File: config.mk
export PLATFORM = sky130hd
export DESIGN_NAME = vx_fifo_reader
export DESIGN_NICKNAME = d
export VERILOG_FILES = /design/src/rtl/vx_fifo_reader_pkg.sv /design/src/rtl/vx_fifo_reader_skid_buffer2.sv /design/src/rtl/vx_fifo_reader.sv
export SDC_FILE = /design/constraint.sdc
export NUM_CORES = 1
export LEC_CHECK = 0
export BUFFER_PORTS_ARGS = -buffer_cell sky130_fd_sc_hd__buf_4
export CAP_MARGIN = 20
export CELL_PAD_IN_SITES_DETAIL_PLACEMENT = 1
export CELL_PAD_IN_SITES_GLOBAL_PLACEMENT = 1
export CORE_UTILIZATION = 44
export DETAILED_ROUTE_END_ITERATION = 10
export GPL_TIMING_DRIVEN = 0
export PLACE_DENSITY = 0.83
export SYNTH_ARGS = -nofsm -noshare
export SYNTH_HDL_FRONTEND = slang
export SYNTH_SLANG_ARGS = --single-unit
File: constraint.sdc
create_clock -name clk -period 3.8 [get_ports clk]
set_input_delay 0.19 -clock clk [delete_from_list [all_inputs] [get_ports clk]]
set_output_delay 0.19 -clock clk [all_outputs]
set_load 0.02 [all_outputs]
File: src/rtl/vx_fifo_reader_pkg.sv
// vx_fifo_reader_pkg: shared FSM state type and counter defaults for the FIFO reader
package vx_fifo_reader_pkg;
  typedef enum logic {FR_RUN, FR_FLUSH} fr_state_e;
  localparam int FR_DEF_CNTW = 16;
endpackage

File: src/rtl/vx_fifo_reader_skid_buffer2.sv
// vx_skid_buffer2: two-register main/skid stage with synchronous clear and occupancy
module vx_skid_buffer2 #(
  parameter int DATAW = 1
) (
  input  logic             clk,
  input  logic             reset,
  input  logic             clear,
  input  logic             in_valid,
  input  logic [DATAW-1:0] in_data,
  input  logic             out_ready,
  output logic             out_valid,
  output logic [DATAW-1:0] out_data,
  output logic             skid_valid,
  output logic [1:0]       occupancy
);
  logic             main_valid_q, main_valid_d, skid_valid_q, skid_valid_d, main_load;
  logic [DATAW-1:0] main_data_q, main_data_d, skid_data_q, skid_data_d;
  // Main reloads when empty or draining; skid only ever fills behind a stalled main.
  always_comb begin
    main_load    = !main_valid_q || out_ready;
    main_valid_d = clear ? 1'b0 : main_load ? (skid_valid_q || in_valid) : main_valid_q;
    main_data_d  = (!clear && main_load && (skid_valid_q || in_valid))
                   ? (skid_valid_q ? skid_data_q : in_data) : main_data_q;
    skid_valid_d = clear ? 1'b0 : main_load ? 1'b0 : (skid_valid_q || in_valid);
    skid_data_d  = (!clear && !main_load && in_valid) ? in_data : skid_data_q;
  end
  always_ff @(posedge clk or negedge reset) begin
    if (!reset) begin
      main_valid_q <= 1'b0;
      main_data_q  <= '0;
      skid_valid_q <= 1'b0;
      skid_data_q  <= '0;
    end else begin
      main_valid_q <= main_valid_d;
      main_data_q  <= main_data_d;
      skid_valid_q <= skid_valid_d;
      skid_data_q  <= skid_data_d;
    end
  end
  assign out_valid  = main_valid_q;
  assign out_data   = main_data_q;
  assign skid_valid = skid_valid_q;
  assign occupancy  = {1'b0, main_valid_q} + {1'b0, skid_valid_q};
endmodule

File: src/rtl/vx_fifo_reader.sv
// vx_fifo_reader: drains a FIFO head/pop port into a registered valid/ready stream,
// with flush-and-discard and saturating transfer/drop counters.
module vx_fifo_reader
  import vx_fifo_reader_pkg::*;
#(
  parameter int DATAW = 1,
  parameter int CNTW  = FR_DEF_CNTW
) (
  input  logic             clk,
  input  logic             reset,
  input  logic             fifo_empty,
  input  logic [DATAW-1:0] fifo_data,
  output logic             fifo_pop,
  input  logic             flush,
  output logic             out_valid,
  output logic [DATAW-1:0] out_data,
  input  logic             out_ready,
  output logic             flush_busy,
  output logic [CNTW-1:0]  xfer_count,
  output logic [CNTW-1:0]  drop_count
);
  localparam logic [CNTW-1:0] CNT_MAX = {CNTW{1'b1}};
  fr_state_e       state_q, state_d;
  logic            run, hs, skid_valid;
  logic [1:0]      occ, drop_add;
  logic [CNTW-1:0] xfer_q, xfer_d, drop_q, drop_d;
  function automatic logic [CNTW-1:0] sat_add(input logic [CNTW-1:0] a, input logic [1:0] b);
    logic [CNTW:0] s;
    s = {1'b0, a} + {{(CNTW-1){1'b0}}, b};
    return (s > {1'b0, CNT_MAX}) ? CNT_MAX : s[CNTW-1:0];
  endfunction
  assign run = (state_q == FR_RUN);
  assign hs  = out_valid && out_ready;
  // Pop never looks at out_ready: the skid register absorbs the one-cycle lag.
  assign fifo_pop = reset && !fifo_empty && (run ? (!skid_valid && !flush) : 1'b1);
  always_comb begin
    state_d  = run ? (flush ? FR_FLUSH : FR_RUN) : ((fifo_empty && !flush) ? FR_RUN : FR_FLUSH);
    drop_add = run ? (flush ? occ - {1'b0, hs} : 2'd0) : {1'b0, fifo_pop};
    xfer_d   = sat_add(xfer_q, {1'b0, hs});
    drop_d   = sat_add(drop_q, drop_add);
  end
  always_ff @(posedge clk or negedge reset) begin
    if (!reset) begin
      state_q <= FR_RUN;
      xfer_q  <= '0;
      drop_q  <= '0;
    end else begin
      state_q <= state_d;
      xfer_q  <= xfer_d;
      drop_q  <= drop_d;
    end
  end
  vx_skid_buffer2 #(.DATAW(DATAW)) u_skid (
    .clk        (clk),
    .reset      (reset),
    .clear      (flush || !run),
    .in_valid   (fifo_pop && run),
    .in_data    (fifo_data),
    .out_ready  (out_ready),
    .out_valid  (out_valid),
    .out_data   (out_data),
    .skid_valid (skid_valid),
    .occupancy  (occ)
  );
  assign flush_busy = !run;
  assign xfer_count = xfer_q;
  assign drop_count = drop_q;
  a_no_pop_empty: assert property (@(posedge clk) disable iff (!reset) !(fifo_pop && fifo_empty));
endmodule

==> impl_metrics.toml, run 1 <==
[outcome]
outcome = "complete, no violations"

[synth]
yosys-top-cells-area = "dfrtp_1, xnor2_1, nand2_1, ha_1, nand3_1"
synth_area_mm2 = 0.00188
synth_top_cell_by_area = "dfrtp_1"
syn_nets = 201
synth_top_area_share_pct = 49.2
synth_cell_type_count = 34
synth.avg_cell_area_um2 = 9.95
synthArstFlopShare_pct = 100
synth_seq_cells = 37
synthFlopType = "dfrtp_1"
synth_edf_count = 0
synth_cells = 189
yosysWarnings = 0
yosysSeqAreaShare_pct = 49.2

[power_and_ir_drop]
leakagePower_uw = 0.00122
peakVddDrop_uv = 195
powerDensity_mw_per_mm2 = 412

[cts]
cts.sinks = 37
cts_root_buf = "clkbuf_8"
cts_hold_buffers = 1
cts_buffer_depth = 2
cts_tree = "done"
clkTransAtPathRegs_ps = 70
post-cts-setup-buffer-count = 0
cts_buffers = 5
htreeDepth = 2
clk_latency_ps = 290
ctsResizeCount = 0

[sta]
hold_ws_ps = 115
max_slew_margin_pct = 68.0
slew_viol_final = 0
setup_violations = 0
tightest_slew_ps = 480
hold_viol = 0
worst_slack_ps = 712
rsz0062_at_grt = "no"
finClkSkew_ps = 3.91
post-route-period-util_pct = 81.3
max_clock_freq_mhz = 324
finalSetupTns_ps = 0
fin_crit_ps = 3090

[detailed_routing]
postRouteWirelength_um = 4520
wire_per_inst_um = 15.7
viasPerCell = 5.44
antenna_left = 0
drt_iter0_drc = 67
firstDrtPassIters = 4
via_count = 1568
drc = 0

[global_routing]
grtUsageTotal_pct = 22.2
grt_max_degree = 39
grt_pass1_wl_um = 7370
grt_overflow = 0
grt_pass1_vias = 1578
antenna_found_initial = 0

[placed_design]
postPlaceCellArea_mm2 = 0.00225
placed_cells = 280
place_ws_ps = 937
dp_hpwl_um = 3250
place.gp.congestion = 0.752
port_buffers = 41

[cells_and_area]
syn_to_final_growth_pct = 24.8
instances_no_fill = 288
diodes = 0
stdcell_area_mm2 = 0.00235
regArea_um2 = 926
multi_input_area_um2 = 913
layout-drive-gt1-share_pct = 22.7
num-fill-cells = 472
fin_nets = 250

[setup_path]
path_class = "in2reg"
r2r_slack_ps = 1090
crit_required_ps = 4030
worstSetupStartpointType = "input pin"
critPathMaxFanout = 38
arrival_ps = 3320
endpoint_kind = "register"

[floorplan]
rows = 23
die_h_um = 67.4
start_util_pct = 46.3
die_area_mm2 = 0.00454
ios = 42
die_x_um = 67.4
coreArea_mm2 = 0.00406

[flow_run]
drv_cap = 0

[min_path]
hold_path_class = "in2reg"
==> registers in the layout, indices dropped and copies added (netlist names) <==
signal / count
drop_count: 16
flush_busy: 1
u_skid.skid_valid: 1
u_skid.out_data: 1
xfer_count: 16
u_skid.skid_data_q: 1
u_skid.out_valid: 1
==> kinds of logic (layout without fill, tap and decap cells) <==
group / count (synthesis) / count (layout) / synth area share [%]
xor gates and xnor gates: 19 / 19 / 8.85
muxes: 5 / 5 / 2.86
adders and majority gates: 6 / 6 / 4.39
DFF: 37 / 37 / 49.2
and+or+nand+nor: 92 / 92 / 25.9
AOI/OAI and AO/OA: 20 / 20 / 6.52
buffers and inverters: 10 / 59 / 2.20
==> routing by layer <==
metal  track usage (%)  share of wire, %
met1              26.9                42
met2              38.6                53
met3              4.05               3.1
met4              8.78               1.1
met5                 0                 0
==> Yosys cell counts, types with 4 or more instances <==
cell type and n:
o21ai_0 7, nand3_1 12, xor2_1 6, nand2_1 30
nor3_1 6, a31oi_1 5, dfrtp_1 37, nand4_1 5
inv_1 6, xnor2_1 13, nor2_1 15, and3_1 4
ha_1 5, nand2b_1 5
==> final timing paths <==
kind | start | end | cells after the start
setup / recovery | reset | drop_count[13]$_DFF_PN0_ | 12
hold / removal | flush | u_skid.skid_valid$_DFF_PN0_ | 2
setup reg to reg | u_skid.out_valid$_DFFE_PN0P_ | drop_count[13]$_DFF_PN0_ | 12
hold reg to reg | u_skid.skid_data_q$_DFFE_PN0P_ | u_skid.skid_data_q$_DFFE_PN0P_ | 1
max in group asynchronous | reset | drop_count[13]$_DFF_PN0_ | 2
min in group asynchronous | reset | xfer_count[11]$_DFF_PN0_ | 2
==> final cells by class <==
class	count	share of cell area, %
buffer	4	0.800
multi-input combinational	142	38.9
tap	50	2.67
inverter	6	0.959
timing repair buffer	42	13.5
clock buffer	7	3.68
sequential	37	39.4
==> power by group <==
part,switching (uW),total [uW],internal [uW]
Sequential,41.0,473,432
Clock,134,278,144
Combinational,122,215,92.9
==> through the flow <==
| step | power, uW | util (%) |
|---|---|---|
| finish | 967 | 57.8 |
| global route | 1010 | 57.8 |
| CTS | 974 | 57.8 |
| detailed placement | 695 | 55.5 |
| global placement | 686 | 55.5 |
| floorplan | 592 | - |
==> critical path, stage by stage <==
cell	delay [ps]
dlygate4sd3_1	520
buf_4	410
nor2b_1	450
nand2_1	100
o21ai_0	90
ha_1	210
fa_1	260
nand3_1	190
nor2_1	300
nand3_1	220
buf_2	250
nand2_1	90
==> layout by cell type (no fill, tap or decap), drive strengths merged, types with 7 or more instances in the layout <==
cell type and instances:
o21ai 7, dfrtp 37, buf 44, xnor2 13, clkbuf 8, nor2 15
nand2 30, nand3 13
Note: power is estimated with default switching activity, not from simulation.
==> run 2, diff against run 1 <==
CORE_UTILIZATION = 37   (was 44)
PLACE_DENSITY = 0.74   (was 0.83)
clock period = 2.6 ns   (was 3.8 ns; I/O delays follow)
==> run 2 against run 1 <==
Against the previous run:
- setup slack got worse by 460 ps
- power increased by 42%
- global-route usage down 3.7 points
- critical path type is now reg2reg
- clock power increased by 33%
- sequential power rose by 46%
- sequential cell count is the same
- first-iteration DRC count up 4.5%
- combinational power increased by 46%
- die area increased by 18%
- non-clock buffer count rose by 1
==> impl_metrics.toml, run 2 (synthesized netlist as in run 1, its figures left out) <==
[outcome]
outcome = "complete, no violations"

[setup_path]
r2r_slack_ps = 250
path_class = "reg2reg"
critPathCapture = "drop_count[13]$_DFF_PN0_"
reg2reg_to = "drop_count[13]$_DFF_PN0_"
critPathMaxFanout = 10
arrival_ps = 2580
endpoint_kind = "register"
r2r-start = "u_skid.out_valid$_DFFE_PN0P_"
worstSetupStartpointType = "register"
setup.worst_path.start = "u_skid.out_valid$_DFFE_PN0P_"
reg2reg_depth = 12
crit_required_ps = 2830

[flow_run]
drv_cap = 0

[sta]
finClkSkew_ps = 7.64
fin_crit_ps = 2350
post-route-period-util_pct = 90.4
hold_ws_ps = 62.6
setup_violations = 0
worst_slack_ps = 250
max_clock_freq_mhz = 426
max_slew_margin_pct = 74.6
slew_viol_final = 0
rsz0062_at_grt = "no"
tightest_slew_ps = 380
hold_viol = 0

[floorplan]
coreArea_mm2 = 0.00482
ios = 42
die_x_um = 73.3
die_area_mm2 = 0.00537
rows = 25
die_h_um = 73.3
start_util_pct = 39.0

[cells_and_area]
fin_nets = 251
syn_to_final_growth_pct = 27.5
layout-drive-gt1-share_pct = 24.8
num-fill-cells = 572
layout_common_cells = "buf_4, dfrtp_1, nand2_1"
diodes = 0
final_common_cell = "buf_4"

[power_and_ir_drop]
leakagePower_uw = 0.00122
powerDensity_mw_per_mm2 = 573
peakVddDrop_uv = 352

[detailed_routing]
drc = 0
viasPerCell = 5.00
drt_iter0_drc = 70
postRouteWirelength_um = 4360
firstDrtPassIters = 4
antenna_left = 0
wire_per_inst_um = 14.3
via_count = 1524

[placed_design]
port_buffers = 41
dp_hpwl_um = 3110
place.gp.congestion = 0.727
place_ws_ps = -161

[cts]
htreeDepth = 2
cts_root_buf = "clkbuf_8"
post-cts-setup-buffer-count = 0
cts.sinks = 37
clkTransAtPathRegs_ps = 70
cts_tree = "done"
cts_buffer_depth = 2
cts_buffers = 5
clk_latency_ps = 280

[global_routing]
grtUsageTotal_pct = 18.5
antenna_found_initial = 0
grt_pass1_vias = 1544
grt_pass1_wl_um = 7510
grt_overflow = 0
grt_max_degree = 38

[min_path]
hold_path_class = "in2reg"
run 2: cell count changes in the layout (fill, tap and decap cells not counted), sizes merged:
cell / previous run / this run
buf: 44 / 45
clkbuf: 8 / 6
clkinv: 0 / 1
run 2: how the worst min path moves through the flow:
stage | start | to | depth (start not counted)
2_1_floorplan | reset | drop_count[0]$_DFF_PN0_ | 0
3_3_place_gp | reset | xfer_count[10]$_DFF_PN0_ | 1
3_5_place_dp | reset | xfer_count[10]$_DFF_PN0_ | 1
4_1_cts | flush | u_skid.skid_valid$_DFF_PN0_ | 2
5_1_grt | flush | u_skid.skid_valid$_DFF_PN0_ | 2
6_report | flush | u_skid.skid_valid$_DFF_PN0_ | 2
run 2: final cells by class:
class / count / area, um2 / area share (%)
buffer: 4 / 21.3 / 0.887
clock buffer: 5 / 68.8 / 2.87
clock inverter: 1 / 5.00 / 0.209
inverter: 6 / 22.5 / 0.939
multi-input combinational: 142 / 933 / 38.9
sequential: 37 / 926 / 38.6
tap: 67 / 83.8 / 3.50
timing repair buffer: 43 / 338 / 14.1
run 2: worst max-delay path, cell delays in order, from the launching register on:
cell	delay [ps]
dfrtp_1	380
nand2b_1	140
inv_1	90
ha_1	270
nand2_1	40
o21ai_0	160
ha_1	220
fa_2	270
nand3_2	150
nor2_4	160
nand3_2	120
buf_4	200
nand2_1	70
run 2: per-layer routing:
metal / up-vias / global-route usage [%] / wire length [um]
met5: - / 0 / 0
li1: 750 / - / -
met2: 29 / 28.2 / 2020
met1: 741 / 25.5 / 2120
met3: 4 / 4.66 / 184
met4: 0 / 6.62 / 36
run 2: per-stage QoR:
| stage | cell area [um2] | util, % | std cells | TNS [ps] | total power (uW) |
|---|---|---|---|---|---|
| after detailed placement | 2270 | 47.2 | 297 | -1520 | 1010 |
| after global routing | 2400 | 49.8 | 305 | 0 | 1460 |
| final | 2400 | 49.8 | 305 | 0 | 1370 |
| after CTS | 2380 | 49.4 | 305 | 0 | 1390 |
| after floorplan | 1880 | - | 189 | 0 | 866 |
| after global placement | 2270 | 47.2 | 297 | -1380 | 1000 |
run 2: power by group:
part           switching (uW)  leakage (uW)  internal (uW)  total, uW
sequential               57.8      0.000482            632        689
combinational             174      0.000702            139        313
clock                     195     0.0000399            176        371
total                     427       0.00122            947       1370
run 2: repair_timing:
action	CTS	global route
pin swaps	0	0
setup endpoints to repair	10	14
hold buffers	2	0
gates resized for setup	2	4
endpoints found under the hold margin	37	0
==> run 3, diff against run 2 <==
ABC_AREA = 1   (was default)
CORE_UTILIZATION = 42   (was 37)
PLACE_DENSITY = 0.82   (was 0.74)
clock period = 3 ns   (was 2.6 ns; I/O delays follow)
==> run 3 against run 2 <==
Against the previous run:
- the run now ends with design-rule violations left
- utilization grew 5.7 points
- non-clock buffer count shrank 3
- combinational power shrank 32%
- sequential cell count is the same
- clock power grew 15%
- synthesized area grew 6.2%
- largest cell class unchanged
==> impl_metrics.toml, run 3 <==
[outcome]
outcome = "complete, but fails checks"
violations = "design-rule violations"

[detailed_routing]
via_count = 1821
dr_wl_met2_um = 2420
antenna_left = 0
dr_wl_met3_um = 194
highest_layer = "met4"
drt_iter0_drc = 71
wl_met1_um = 2280
firstDrtPassIters = 9
drc = 2
viasPerCell = 5.14
postRouteWirelength_um = 4960
wire_per_inst_um = 14.0

[setup_path]
path_class = "in2reg"
slowest_stage = "dlygate4sd3_1"
r2r_slack_ps = 600
crit_required_ps = 3230
worstSetupStartpointType = "input pin"
slowest_delay_ps = 520
cp.depth = 11
reg2reg_to = "drop_count[11]$_DFF_PN0_"
crit_buf_inv = 3
cpLargestDelayFamily = "buffers and inverters"
r2r-start = "u_skid.out_valid$_DFFE_PN0P_"
reg2reg_depth = 12
endpoint_kind = "register"
path_cells = "dlygate4sd3_1, buf_4, nand2_1, o21ai_0, ha_1, fa_1, nand3_4, nor3_4, nand4_4, buf_6, nand3_1"
critPathMaxFanout = 38
arrival_ps = 2880

[cts]
post-cts-setup-buffer-count = 0
htreeDepth = 2
clkTransAtPathRegs_ps = 70
clk_latency_ps = 290
cts.sinks = 37
cts_buffer_depth = 2
cts_root_buf = "clkbuf_8"
cts_buffers = 5
cts_tree = "done"

[synth]
synth_cell_type_count = 23
synth_top_cell_by_area = "dfrtp_1"
yosys-top-cells-area = "dfrtp_1, nand2_1, nor2_1, inv_1, nand3_1"
yosysMostFrequentCell = "nand2_1"
synthArstFlopShare_pct = 100
synth.avg_cell_area_um2 = 7.89
synth_edf_count = 0
synth_seq_cells = 37
syn_nets = 265
yosysWarnings = 0
synthTopCellsByCount = "nand2_1, dfrtp_1, nor2_1, inv_1, nand3_1"
yosysSeqAreaShare_pct = 46.4
synthFlopType = "dfrtp_1"
synth_top_area_share_pct = 46.4
synth_area_mm2 = 0.00200
synth_cells = 253

[global_routing]
grt_pass1_vias = 1776
grt_max_degree = 39
grt_overflow = 0
grt_pass1_wl_um = 8360
antenna_found_initial = 0
grtUsageTotal_pct = 21.4

[placed_design]
dp_hpwl_um = 3740
place.gp.congestion = 0.826
placed_cells = 346
port_buffers = 41
postPlaceCellArea_mm2 = 0.00237

[cells_and_area]
final_common_cell = "nand2_1"
layout_common_cells = "nand2_1, buf_4, dfrtp_1"
diodes = 0
layout-drive-gt1-share_pct = 18.5
stdcell_area_mm2 = 0.00248
instances_no_fill = 354
fin_nets = 314
syn_to_final_growth_pct = 24.4

[sta]
finClkSkew_ps = 10.8
finalSetupTns_ps = 0
slew_viol_final = 0
post-route-period-util_pct = 88.4
setup_violations = 0
max_clock_freq_mhz = 377
tightest_slew_ps = 486
hold_ws_ps = 64.7
max_slew_margin_pct = 67.6
hold_viol = 0
fin_crit_ps = 2650
rsz0062_at_grt = "no"

[power_and_ir_drop]
peakVddDrop_uv = 367
powerDensity_mw_per_mm2 = 498
power_uw = 1240
leakagePower_uw = 0.00131

[floorplan]
ios = 42
coreArea_mm2 = 0.00447
rows = 24
start_util_pct = 44.6
die_area_mm2 = 0.00503
die_h_um = 71.0
die_x_um = 71.0

[flow_run]
drv_cap = 0

[min_path]
worstHoldEndpoint = "flush_busy$_DFF_PN0_"
hold_path_class = "in2reg"
hold_start = "fifo_empty"
whs_path_depth = 2
run 3: cell count changes after synthesis, sizes merged, moves of 4 or more:
cell    delta
nand3      +7
inv       +26
nor2      +21
and3       -4
a21oi      +4
nand2     +44
xnor2      -9
nand2b     -5
run 3: through the flow:
| step | utilization, % | worst slack, ps |
|---|---|---|
| after global routing | 55.5 | 141 |
| after CTS | 55.5 | 301 |
| after global placement | 53.0 | 564 |
| after floorplan | - | 810 |
| final | 55.5 | 349 |
| after detailed placement | 53.0 | 545 |
run 3: kinds of logic after synthesis:
family | after synthesis | synth area share (%)
buffers and inverters | 34 | 7.14
adder cells (fa/ha/maj) | 6 | 4.14
AO/OA/AOI/OAI | 20 | 5.39
AND/OR/NAND/NOR | 146 | 32.6
flip-flops | 37 | 46.4
XOR/XNOR | 10 | 4.39
run 3: cell type report:
| cell class | count | area (um2) |
|---|---|---|
| Clock buffer | 5 | 68.8 |
| Fill cell | 575 | 1990 |
| Tap cell | 52 | 65.1 |
| Multi-Input combinational cell | 182 | 928 |
| Timing Repair Buffer | 42 | 318 |
| Sequential cell | 37 | 926 |
| Buffer | 2 | 22.5 |
| Inverter | 32 | 120 |
| Clock inverter | 2 | 35.0 |
run 3: repair_timing:
action,in CTS,in global routing
gates resized for setup,0,0
hold endpoints to repair,37,0
hold buffers,1,0
run 3: worst max-delay path by stage:
| stage | start | slack [ps] | endpoint |
|---|---|---|---|
| 2_1_floorplan | u_skid.out_valid$_DFFE_PN0P_ | 810 | drop_count[11]$_DFF_PN0_ |
| 5_1_grt | reset | 140 | drop_count[5]$_DFF_PN0_ |
| 6_report | reset | 350 | drop_count[11]$_DFF_PN0_ |
| 3_5_place_dp | reset | 540 | drop_count[5]$_DFF_PN0_ |
| 4_1_cts | reset | 300 | drop_count[9]$_DFF_PN0_ |
| 3_3_place_gp | reset | 560 | drop_count[11]$_DFF_PN0_ |
run 3: power by group:
part           internal, uW  switching, uW  leakage (uW)
Sequential              538           62.5      0.000477
Clock                   242            183     0.0000540
Combinational          91.5            121      0.000783
Total                   872            366       0.00131
run 3: per-layer routing:
metal  global-route usage (%)  vias up
li1                         -      895
met1                     26.8      877
met2                     36.2       42
met3                     4.99        7
met4                     7.56        0
met5                        0        -
